$ cat config.mk
export PLATFORM = sky130hd
export DESIGN_NAME = store_unit
export DESIGN_NICKNAME = d
export VERILOG_FILES = /design/src/rtl/store_pkg.sv /design/src/rtl/store_align.sv /design/src/rtl/store_unit.sv
export SDC_FILE = /design/constraint.sdc
export NUM_CORES = 1
export LEC_CHECK = 0
export ABC_AREA = 1
export ABC_CLOCK_PERIOD_IN_PS = 3800
export CORE_MARGIN = 4
export CORE_UTILIZATION = 30
export DETAILED_ROUTE_END_ITERATION = 12
export HOLD_SLACK_MARGIN = 0.03
export PLACE_DENSITY = 0.51
export SYNTH_ARGS = -nofsm -noshare
export SYNTH_HDL_FRONTEND = slang
export SYNTH_SLANG_ARGS = --single-unit
$ cat constraint.sdc
create_clock -name clk -period 3.8 [get_ports clk]
set_clock_uncertainty 0.15 [all_clocks]
set_input_delay 0.57 -clock clk [delete_from_list [all_inputs] [get_ports clk]]
set_output_delay 0.57 -clock clk [all_outputs]
set_load 0.01 [all_outputs]
$ cat src/rtl/store_pkg.sv
// Shared store-path definitions: funct3 encodings and the store-buffer entry layout.
package store_pkg;

  localparam logic [2:0] F3_SB = 3'b000;
  localparam logic [2:0] F3_SH = 3'b001;
  localparam logic [2:0] F3_SW = 3'b010;

  typedef struct packed {
    logic [29:0] addr;
    logic [31:0] wdata;
    logic [3:0]  be;
  } sb_entry_t;

endpackage

$ cat src/rtl/store_align.sv
// Store source select, lane replication and byte-enable generation; purely combinational.
// Flags misaligned halfword/word stores, FP source with a non-word size, and unknown funct3.
module store_align
  import store_pkg::*;
(
  input  logic        fp_sel_i,
  input  logic [31:0] int_data_i,
  input  logic [31:0] fp_data_i,
  input  logic [1:0]  off_i,
  input  logic [2:0]  funct3_i,
  output logic [31:0] wdata_o,
  output logic [3:0]  be_o,
  output logic        err_o
);

  logic [31:0] data;

  always_comb begin
    data    = fp_sel_i ? fp_data_i : int_data_i;
    wdata_o = '0;
    be_o    = '0;
    err_o   = 1'b0;
    case (funct3_i)
      F3_SB: begin
        wdata_o = {4{data[7:0]}};
        be_o    = 4'b0001 << off_i;
        err_o   = fp_sel_i;
      end
      F3_SH: begin
        wdata_o = {2{data[15:0]}};
        be_o    = 4'b0011 << off_i;
        err_o   = fp_sel_i | off_i[0];
      end
      F3_SW: begin
        wdata_o = data;
        be_o    = 4'b1111;
        err_o   = (off_i != 2'b00);
      end
      default: err_o = 1'b1;
    endcase
  end

endmodule

$ cat src/rtl/store_unit.sv
// In-order store buffer draining to data memory over req/ack; push to mem_req is one cycle.
// st_ready depends only on the registered count, so a full buffer refuses pushes even on ack.
module store_unit
  import store_pkg::*;
#(
  parameter int DEPTH = 2
) (
  input  logic        clk,
  input  logic        rst_n,
  input  logic        st_valid,
  output logic        st_ready,
  input  logic        st_fp_sel,
  input  logic [31:0] st_int_data,
  input  logic [31:0] st_fp_data,
  input  logic [31:0] st_addr,
  input  logic [2:0]  st_funct3,
  output logic        st_err,
  output logic        mem_req,
  output logic [31:0] mem_addr,
  output logic [31:0] mem_wdata,
  output logic [3:0]  mem_be,
  input  logic        mem_ack,
  input  logic [31:0] ld_addr,
  output logic        ld_conflict,
  output logic        sb_empty
);

  localparam int PW = $clog2(DEPTH);
  localparam int CW = PW + 1;

  localparam logic [0:0] S_IDLE = 1'b0;
  localparam logic [0:0] S_BUSY = 1'b1;

  logic [0:0]    state_q, state_d;
  logic [PW-1:0] head_q, head_d, tail_q, tail_d;
  logic [CW-1:0] count_q, count_d;
  sb_entry_t     buf_q [DEPTH];
  sb_entry_t     out_q, out_d, new_entry;
  logic          st_err_q;

  logic [31:0] al_wdata;
  logic [3:0]  al_be;
  logic        al_err;
  logic        push, pop, load_out;
  logic        unused_ld_off;

  store_align u_align (
    .fp_sel_i   (st_fp_sel),
    .int_data_i (st_int_data),
    .fp_data_i  (st_fp_data),
    .off_i      (st_addr[1:0]),
    .funct3_i   (st_funct3),
    .wdata_o    (al_wdata),
    .be_o       (al_be),
    .err_o      (al_err)
  );

  assign st_ready  = (count_q < CW'(DEPTH));
  assign sb_empty  = (count_q == '0);
  assign mem_req   = (state_q == S_BUSY);
  assign st_err    = st_err_q;
  assign mem_addr  = {out_q.addr, 2'b00};
  assign mem_wdata = out_q.wdata;
  assign mem_be    = out_q.be;

  assign push      = st_valid && st_ready && !al_err;
  assign pop       = mem_req && mem_ack;
  assign new_entry = '{addr: st_addr[31:2], wdata: al_wdata, be: al_be};

  always_comb begin
    count_d  = count_q + CW'(push) - CW'(pop);
    head_d   = head_q + PW'(pop);
    tail_d   = tail_q + PW'(push);
    state_d  = (count_d != '0) ? S_BUSY : S_IDLE;
    // The pushed entry becomes the head when nothing else remains ahead of it.
    out_d    = (push && (tail_q == head_d)) ? new_entry : buf_q[head_d];
    load_out = ((push && (count_q == '0)) || pop) && (count_d != '0);
  end

  always_ff @(posedge clk or negedge rst_n) begin
    if (!rst_n) begin
      state_q  <= S_IDLE;
      head_q   <= '0;
      tail_q   <= '0;
      count_q  <= '0;
      out_q    <= '0;
      st_err_q <= 1'b0;
      for (int i = 0; i < DEPTH; i++) buf_q[i] <= '0;
    end else begin
      state_q  <= state_d;
      head_q   <= head_d;
      tail_q   <= tail_d;
      count_q  <= count_d;
      st_err_q <= st_valid && al_err;
      if (load_out) out_q <= out_d;
      if (push) buf_q[tail_q] <= new_entry;
    end
  end

  // Slots are valid by distance from head, so an entry being popped still aliases this cycle.
  always_comb begin
    logic [PW-1:0] rel;
    rel         = '0;
    ld_conflict = 1'b0;
    for (int i = 0; i < DEPTH; i++) begin
      rel = PW'(i) - head_q;
      if (({1'b0, rel} < count_q) && (buf_q[i].addr == ld_addr[31:2])) ld_conflict = 1'b1;
    end
  end

  assign unused_ld_off = ^ld_addr[1:0];

endmodule

==> results of run 1 <==
## sequential cells by signal, indices dropped and copies added, names as in the netlist
| register | count |
|---|---|
| buf_q | 132 |
| count_q | 2 |
| head_q | 1 |
| mem_addr | 30 |
| mem_be | 4 |
| mem_req | 1 |
| mem_wdata | 32 |
| st_err | 1 |
| tail_q | 1 |
## cells in the mapped netlist
| master | n | share of area, % |
|---|---|---|
| sky130_fd_sc_hd__nand2_1 | 791 | 27 |
| sky130_fd_sc_hd__dfrtp_1 | 204 | 46 |
| sky130_fd_sc_hd__o21ai_0 | 145 | 6.6 |
| sky130_fd_sc_hd__inv_1 | 101 | 3.4 |
| sky130_fd_sc_hd__nand3_1 | 87 | 3.9 |
| sky130_fd_sc_hd__clkbuf_1 | 40 | 1.4 |
| sky130_fd_sc_hd__xnor2_1 | 30 | 2.4 |
| sky130_fd_sc_hd__buf_2 | 28 | 1.3 |
| sky130_fd_sc_hd__nor2_1 | 27 | 0.92 |
| sky130_fd_sc_hd__o211ai_1 | 15 | 1.0 |
| sky130_fd_sc_hd__xor2_1 | 15 | 1.2 |
| sky130_fd_sc_hd__a31oi_1 | 10 | 0.57 |
| sky130_fd_sc_hd__buf_1 | 9 | 0.31 |
| sky130_fd_sc_hd__nor3_1 | 9 | 0.41 |
| sky130_fd_sc_hd__buf_4 | 8 | 0.54 |
| sky130_fd_sc_hd__or2_2 | 8 | 0.45 |
| sky130_fd_sc_hd__o22ai_1 | 7 | 0.40 |
| sky130_fd_sc_hd__buf_6 | 4 | 0.41 |
| sky130_fd_sc_hd__ha_1 | 4 | 0.45 |
| sky130_fd_sc_hd__nand4_1 | 3 | 0.17 |
| sky130_fd_sc_hd__a21oi_1 | 1 | 0.045 |
| sky130_fd_sc_hd__a21oi_2 | 1 | 0.079 |
| sky130_fd_sc_hd__a21oi_4 | 1 | 0.15 |
| sky130_fd_sc_hd__and2_0 | 1 | 0.057 |
| sky130_fd_sc_hd__clkinv_1 | 1 | 0.034 |
| sky130_fd_sc_hd__conb_1 | 1 | 0.034 |
| sky130_fd_sc_hd__nand2_2 | 1 | 0.057 |
| sky130_fd_sc_hd__nand2_4 | 1 | 0.10 |
| sky130_fd_sc_hd__nand3_2 | 1 | 0.091 |
| sky130_fd_sc_hd__nand3b_1 | 1 | 0.068 |
| sky130_fd_sc_hd__nor2_4 | 1 | 0.10 |
| sky130_fd_sc_hd__nor3_4 | 1 | 0.15 |
## final timing paths
kind | depth (start not counted) | from | slack [ns] | to
max | 9 | count_q[1] | 0.44 | ld_conflict
min | 2 | mem_addr[19] | 0.33 | mem_addr[19]
max reg2reg | 8 | count_q[1] | 0.94 | buf_q[86]
min reg2reg | 2 | mem_addr[19] | 0.33 | mem_addr[19]
max in group asynchronous | 3 | rst_n | 2.01 | mem_wdata[25]
min in group asynchronous | 2 | rst_n | 0.48 | mem_addr[24]
## metrics by stage
step | hold slack [ns] | instance area (um^2)
2_1_floorplan | 0.124 | 11000
5_1_grt | 0.342 | 14500
6_report | 0.327 | 14500
3_3_place_gp | 0.313 | 13600
3_5_place_dp | 0.315 | 13600
4_1_cts | 0.331 | 14500
## worst register-to-register path: cells and delay by family (launching register included)
| kind | cells | cell delay, ns |
|---|---|---|
| AO/OA/AOI/OAI | 1 | 0.15 |
| adder cells (fa/ha/maj) | 1 | 0.46 |
| buffers and inverters | 3 | 1.18 |
| flip-flops | 1 | 0.41 |
| AND/OR/NAND/NOR | 3 | 0.44 |
## final cells by class
class,instances,area [um^2],area share (%)
Antenna cell,1,2.50,0.0173
Clock buffer,36,739,5.10
Clock inverter,11,155,1.07
Inverter,102,383,2.64
Multi-Input combinational cell,1163,5150,35.5
Sequential cell,204,5100,35.2
Tap cell,461,577,3.98
Timing Repair Buffer,232,2380,16.4
## metal layers
metal	up-vias	track usage (%)	share of wire (%)
met3	53	2.85	5.6
met4	2	4.18	2.3
li1	5194	-	-
met1	4787	24.9	45
met5	-	0	0.051
met2	298	31.7	47
## cells by family after synthesis
logic type,Yosys count
and+or+nand+nor,932
DFF,204
buffers and inverters,191
AOI/OAI and AO/OA,180
xor gates and xnor gates,45
adders and majority gates,4
other,1
## power groups by stage
stage | Sequential [mW] | Combinational, mW | Clock [mW]
CTS | 3.73 | 4.85 | 2.66
detailed placement | 3.75 | 4.82 | 0
global placement | 3.74 | 4.78 | 0
finish | 3.71 | 4.75 | 2.59
global route | 3.85 | 5.39 | 2.75
floorplan | 3.77 | 2.83 | 0
## what timing repair did
action	4_1_cts	5_1_grt
endpoints found under the hold margin	76	0
hold buffers	1	0
resized for setup	0	0
==> run summary, run 1 <==
### Worst setup path
• ordered cell list for the critical path: inv_1 > nand2_1 > o21ai_0 > nor3_1 > nand2_1 > nor2_1 > nand2_1 > nand2_1 > clkdlybuf4s50_1
• Critical-path top delay cell: sky130_fd_sc_hd__clkdlybuf4s50_1
• critical path required time: 3.08 ns
• maximum fanout along the worst path: 4
• CP top delay family: simple AND/OR/NAND/NOR gates
• crit path kind: reg -> out
• Worst Path Buf+Inv: 2
• kind of capture point of the worst setup path: output pin
• stage delay of the slowest cell on the critical path: 0.54 ns
• worst endpoint data arrival time: 2.64 ns
• kind of launch point of the worst setup path: register
• Worst path most repeated cell: sky130_fd_sc_hd__nand2_1

### Status
• status: complete, no violations

### Min path
• worst hold-check path type: reg -> reg

### Layout
• share of layout cells above drive strength 1: 5.15%
• final non-filler cell total: 2210
• Total Nets Final: 1869
• final cell utilization of the core: 40.4%
• most common cell after layout, fill and taps aside: sky130_fd_sc_hd__nand2_1
• area added between synthesis and finish: 31.5%
• total of fill cells in the finished design: 3744
• leading cell types in the layout, fill and taps excluded: 789 x sky130_fd_sc_hd__nand2_1, 204 x sky130_fd_sc_hd__dfrtp_1, 203 x sky130_fd_sc_hd__clkdlybuf4s50_1

### Pwr
• worst voltage drop across the vdd grid: 0.000402 V
• static power due to leakage: 7.12 nW
• Design Power: 11.1 mW
• Clock Power Share: 23.4%
• Psw: 4.36 mW
• Sequential Power Share: 33.6%
• combinational cell fraction of total power: 43.0%
• switching power as a share of total power: 39.4%
• Internal Pwr Total: 6.69 mW
• areal power density over the cells: 762 nW/um^2

### Drt
• detailed-route DRC error count: 0
• Final ANT Viol Nets: 0
• Detailed Route WL: 37400 um
• DR pass1 iterations: 5
• Avg WL per Cell: 16.9 um
• via count of the routed design: 10334
• number of design-rule violations left by the first detailed-router iteration: 487
• via count normalized by instance count: 4.68

### Global route
• wire length of the first global-routing pass: 58800 um
• initial antenna violation count: 1
• gr ovfl total: 0
• number of global-route vias before repair: 10463
• aggregate global-route resource usage: 18.5%
• maximum number of pins on one net before global-route repair: 80

### Synth
• count of distinct cell types in the synthesized netlist: 32
• number of warnings printed during yosys synthesis: 0
• mux share of post-synthesis cell area: 0%
• post-synthesis share of cell area spent on full adders, half adders and majority gates: 0.454%
• post-synthesis instance area: 11000 um^2
• sequential share of the synthesized area: 46.3%
• Post-Synthesis Cells: 1557
• compound-gate portion of the synthesized area: 8.84%
• Post-Syn Area per Cell: 7.08 um^2
• xor/xnor cell area share of the yosys netlist: 3.57%
• main combinational cell family by area after synthesis: simple AND/OR/NAND/NOR gates
• share of synthesized cell area in and, or, nand and nor gates: 33.4%
• flip-flop and latch count after synthesis: 204

### Clocking
• clk_lat worst skew: 0.53 ns
• count of H-tree levels built during CTS: 1
• cts bufs inserted: 26
• clock transition at the registers of the reported paths: 0.06 ns
• total setup buffers inserted after CTS: 0
• number of sinks driven by the clock tree: 204
• CTS max path bufs: 3
• CTS root buffer: sky130_fd_sc_hd__clkbuf_16
• clock tree from TritonCTS: built

### STA
• Final setup violation count: 0
• slew at the pin closest to its max-slew limit: 0.938 ns
• final slew viol count: 0
• final setup margin: 0.438 ns
• Fmax achieved: 0.297 GHz
• Relative slew margins: 37.5%
• setup TNS: 0 ns
• unrepaired setup endpoints after global routing: no
• Fin. Hold Viols: 0
• fin crit share: 88.5%
• crit path time final: 3.36 ns

### Floorplanning
• die width: 200 um
• starting density of the core: 30.7%
• number of placement rows: 69
• top-level I/O count: 209
• core outline area: 35900 um^2
• Die Footprint: 39900 um^2
• Die Ht: 200 um

### Place
• Final HPWL DP: 25400 um
• cell total after placement: 2161
• count of input and output buffers: 204
• minimum setup slack after placement: 0.104 ns
• RePlAce Congestion: 0.839

### Flow run
• max-cap check violation count: 0

(Power assumes the default switching activity.)
==> run 2: changes to the inputs <==
Settings changed: CTS_BUF_LIST set to sky130_fd_sc_hd__clkbuf_8 sky130_fd_sc_hd__clkbuf_16.
==> run 2 against run 1 <==
  * Sequential power about the same
  * Combinational power about the same
  * Setup slack better by 0.0095 ns
  * Final area unchanged
  * Clock power about the same
  * Critical path depth unchanged
  * Flip-flop and latch count unchanged
  * Largest cell class unchanged
==> run summary, run 2 (same netlist as run 1, synthesis figures left out) <==
### Status
• status: complete, no violations

### Place
• count of input and output buffers: 204, unchanged
• Final HPWL DP: 25400 um, unchanged
• minimum setup slack after placement: 0.104 ns, unchanged
• RePlAce Congestion: 0.839, unchanged

### Clocking
• count of H-tree levels built during CTS: 1, unchanged
• clock tree from TritonCTS: built
• number of cells upsized or downsized after cts: 0, unchanged
• clock transition at the registers of the reported paths: 0.06 ns, about the same
• clk_lat worst skew: 0.53 ns, about the same
• CTS root buffer: sky130_fd_sc_hd__clkbuf_16
• cts bufs inserted: 26, unchanged
• CTS max path bufs: 3, unchanged
• number of sinks driven by the clock tree: 204, unchanged

### Floorplanning
• top-level I/O count: 209, unchanged
• starting density of the core: 30.7%, unchanged
• core outline area: 35900 um^2, unchanged
• Die Ht: 200 um, unchanged
• Die Footprint: 39900 um^2, unchanged
• die width: 200 um, unchanged
• number of placement rows: 69, unchanged

### Worst setup path
• critical path required time: 3.08 ns, about the same
• kind of capture point of the worst setup path: output pin
• crit path kind: reg -> out
• worst endpoint data arrival time: 2.63 ns, about the same
• kind of launch point of the worst setup path: register
• maximum fanout along the worst path: 4, unchanged

### Layout
• final cell utilization of the core: 40.4%, unchanged
• leading cell types in the layout, fill and taps excluded: 789 x sky130_fd_sc_hd__nand2_1, 204 x sky130_fd_sc_hd__dfrtp_1, 203 x sky130_fd_sc_hd__clkdlybuf4s50_1
• most common cell after layout, fill and taps aside: sky130_fd_sc_hd__nand2_1
• Biggest register: buf_q
• Total Nets Final: 1869, unchanged
• share of layout cells above drive strength 1: 5.15%, unchanged
• area added between synthesis and finish: 31.5%, unchanged
• flip-flop count of the largest register after layout: 132, unchanged

### Drt
• Detailed Route WL: 37400 um, about the same
• detailed-route DRC error count: 0, unchanged
• via count of the routed design: 10327, -0.068%
• number of design-rule violations left by the first detailed-router iteration: 482, -1.0%
• Avg WL per Cell: 16.9 um, about the same
• via count normalized by instance count: 4.67, about the same
• Final ANT Viol Nets: 0, unchanged
• DR pass1 iterations: 5, unchanged

### Flow run
• max-cap check violation count: 0, unchanged

### STA
• final setup margin: 0.447 ns, +0.00947 ns
• crit path time final: 3.35 ns, -0.00947 ns
• worst slack on hold paths: 0.327 ns, +0.0000190 ns
• Final setup violation count: 0, unchanged
• final slew viol count: 0, unchanged
• setup TNS: 0 ns, unchanged
• slew at the pin closest to its max-slew limit: 0.947 ns, +0.00854 ns
• Fin. Hold Viols: 0, unchanged
• Relative slew margins: 36.9%, -0.57 points
• fin crit share: 88.2%, -0.25 points
• unrepaired setup endpoints after global routing: no
• Fmax achieved: 0.298 GHz, +0.28%

### Global route
• maximum number of pins on one net before global-route repair: 80, unchanged
• number of global-route vias before repair: 10463, unchanged
• gr ovfl total: 0, unchanged
• initial antenna violation count: 1, unchanged
• aggregate global-route resource usage: 18.5%, unchanged
• wire length of the first global-routing pass: 58800 um, unchanged

### Pwr
• worst voltage drop across the vdd grid: 0.000402 V, about the same
• areal power density over the cells: 762 nW/um^2, -0.11%
• static power due to leakage: 7.15 nW, +0.35%

### Min path
• worst hold-check path type: reg -> reg

[run 2: changes by cell type in the layout (fill, tap and decap cells not counted)]
cell,delta
sky130_fd_sc_hd__clkbuf_1,-6
sky130_fd_sc_hd__inv_1,+6
[run 2: final cells by class]
cell class                      count  area [um^2]
Antenna cell                        1         2.50
Clock buffer                       30          717
Clock inverter                     17          178
Fill cell                        3744        21400
Inverter                          102          383
Multi-Input combinational cell   1163         5150
Sequential cell                   204         5100
Tap cell                          461          577
Timing Repair Buffer              232         2380
[run 2: final timing paths]
check	from	to	slack, ns	depth (start not counted)
max	count_q[1]	ld_conflict	0.45	9
min	mem_addr[19]	mem_addr[19]	0.33	2
max reg2reg	count_q[1]	buf_q[86]	0.93	8
min reg2reg	mem_addr[19]	mem_addr[19]	0.33	2
max in group asynchronous	rst_n	mem_wdata[25]	2.02	3
min in group asynchronous	rst_n	mem_addr[24]	0.48	2
[run 2: stage by stage]
stage	area [um^2]	cells	power, mW
finish	14500	2210	11.0
detailed placement	13600	2161	8.58
global placement	13600	2161	8.52
CTS	14500	2209	11.2
global route	14500	2209	12.0
floorplan	11000	1558	6.59
[run 2: worst max-delay path: stages (launching register included)]
cell and delay (ns):
sky130_fd_sc_hd__dfrtp_1 0.39, sky130_fd_sc_hd__inv_1 0.13, sky130_fd_sc_hd__nand2_1 0.28, sky130_fd_sc_hd__o21ai_0 0.19, sky130_fd_sc_hd__nor3_1 0.19, sky130_fd_sc_hd__nand2_1 0.10, sky130_fd_sc_hd__nor2_1 0.12, sky130_fd_sc_hd__nand2_1 0.06
sky130_fd_sc_hd__nand2_1 0.09, sky130_fd_sc_hd__clkdlybuf4s50_1 0.54
[run 2: where the power goes]
| group | switching, mW | total [mW] | internal [mW] | leakage [nW] |
|---|---|---|---|---|
| registers | 0.551 | 3.71 | 3.16 | 2.60 |
| logic | 2.84 | 4.75 | 1.91 | 4.08 |
| clock network | 0.973 | 2.58 | 1.61 | 0.470 |
[run 2: timing repair]
action | CTS | global route
endpoints found under the hold margin | 76 | 0
buffers inserted | 0 | 0
hold buffers | 1 | 0
[run 2: metal layers]
| layer | wire [um] | share of wire (%) | global-route usage, % | up-vias |
|---|---|---|---|---|
| met5 | 19 | 0.051 | 0 | - |
| met4 | 845 | 2.3 | 4.18 | 2 |
| met3 | 1990 | 5.3 | 2.85 | 53 |
| met2 | 17600 | 47 | 31.7 | 289 |
| met1 | 17000 | 45 | 24.9 | 4788 |
| li1 | - | - | - | 5195 |
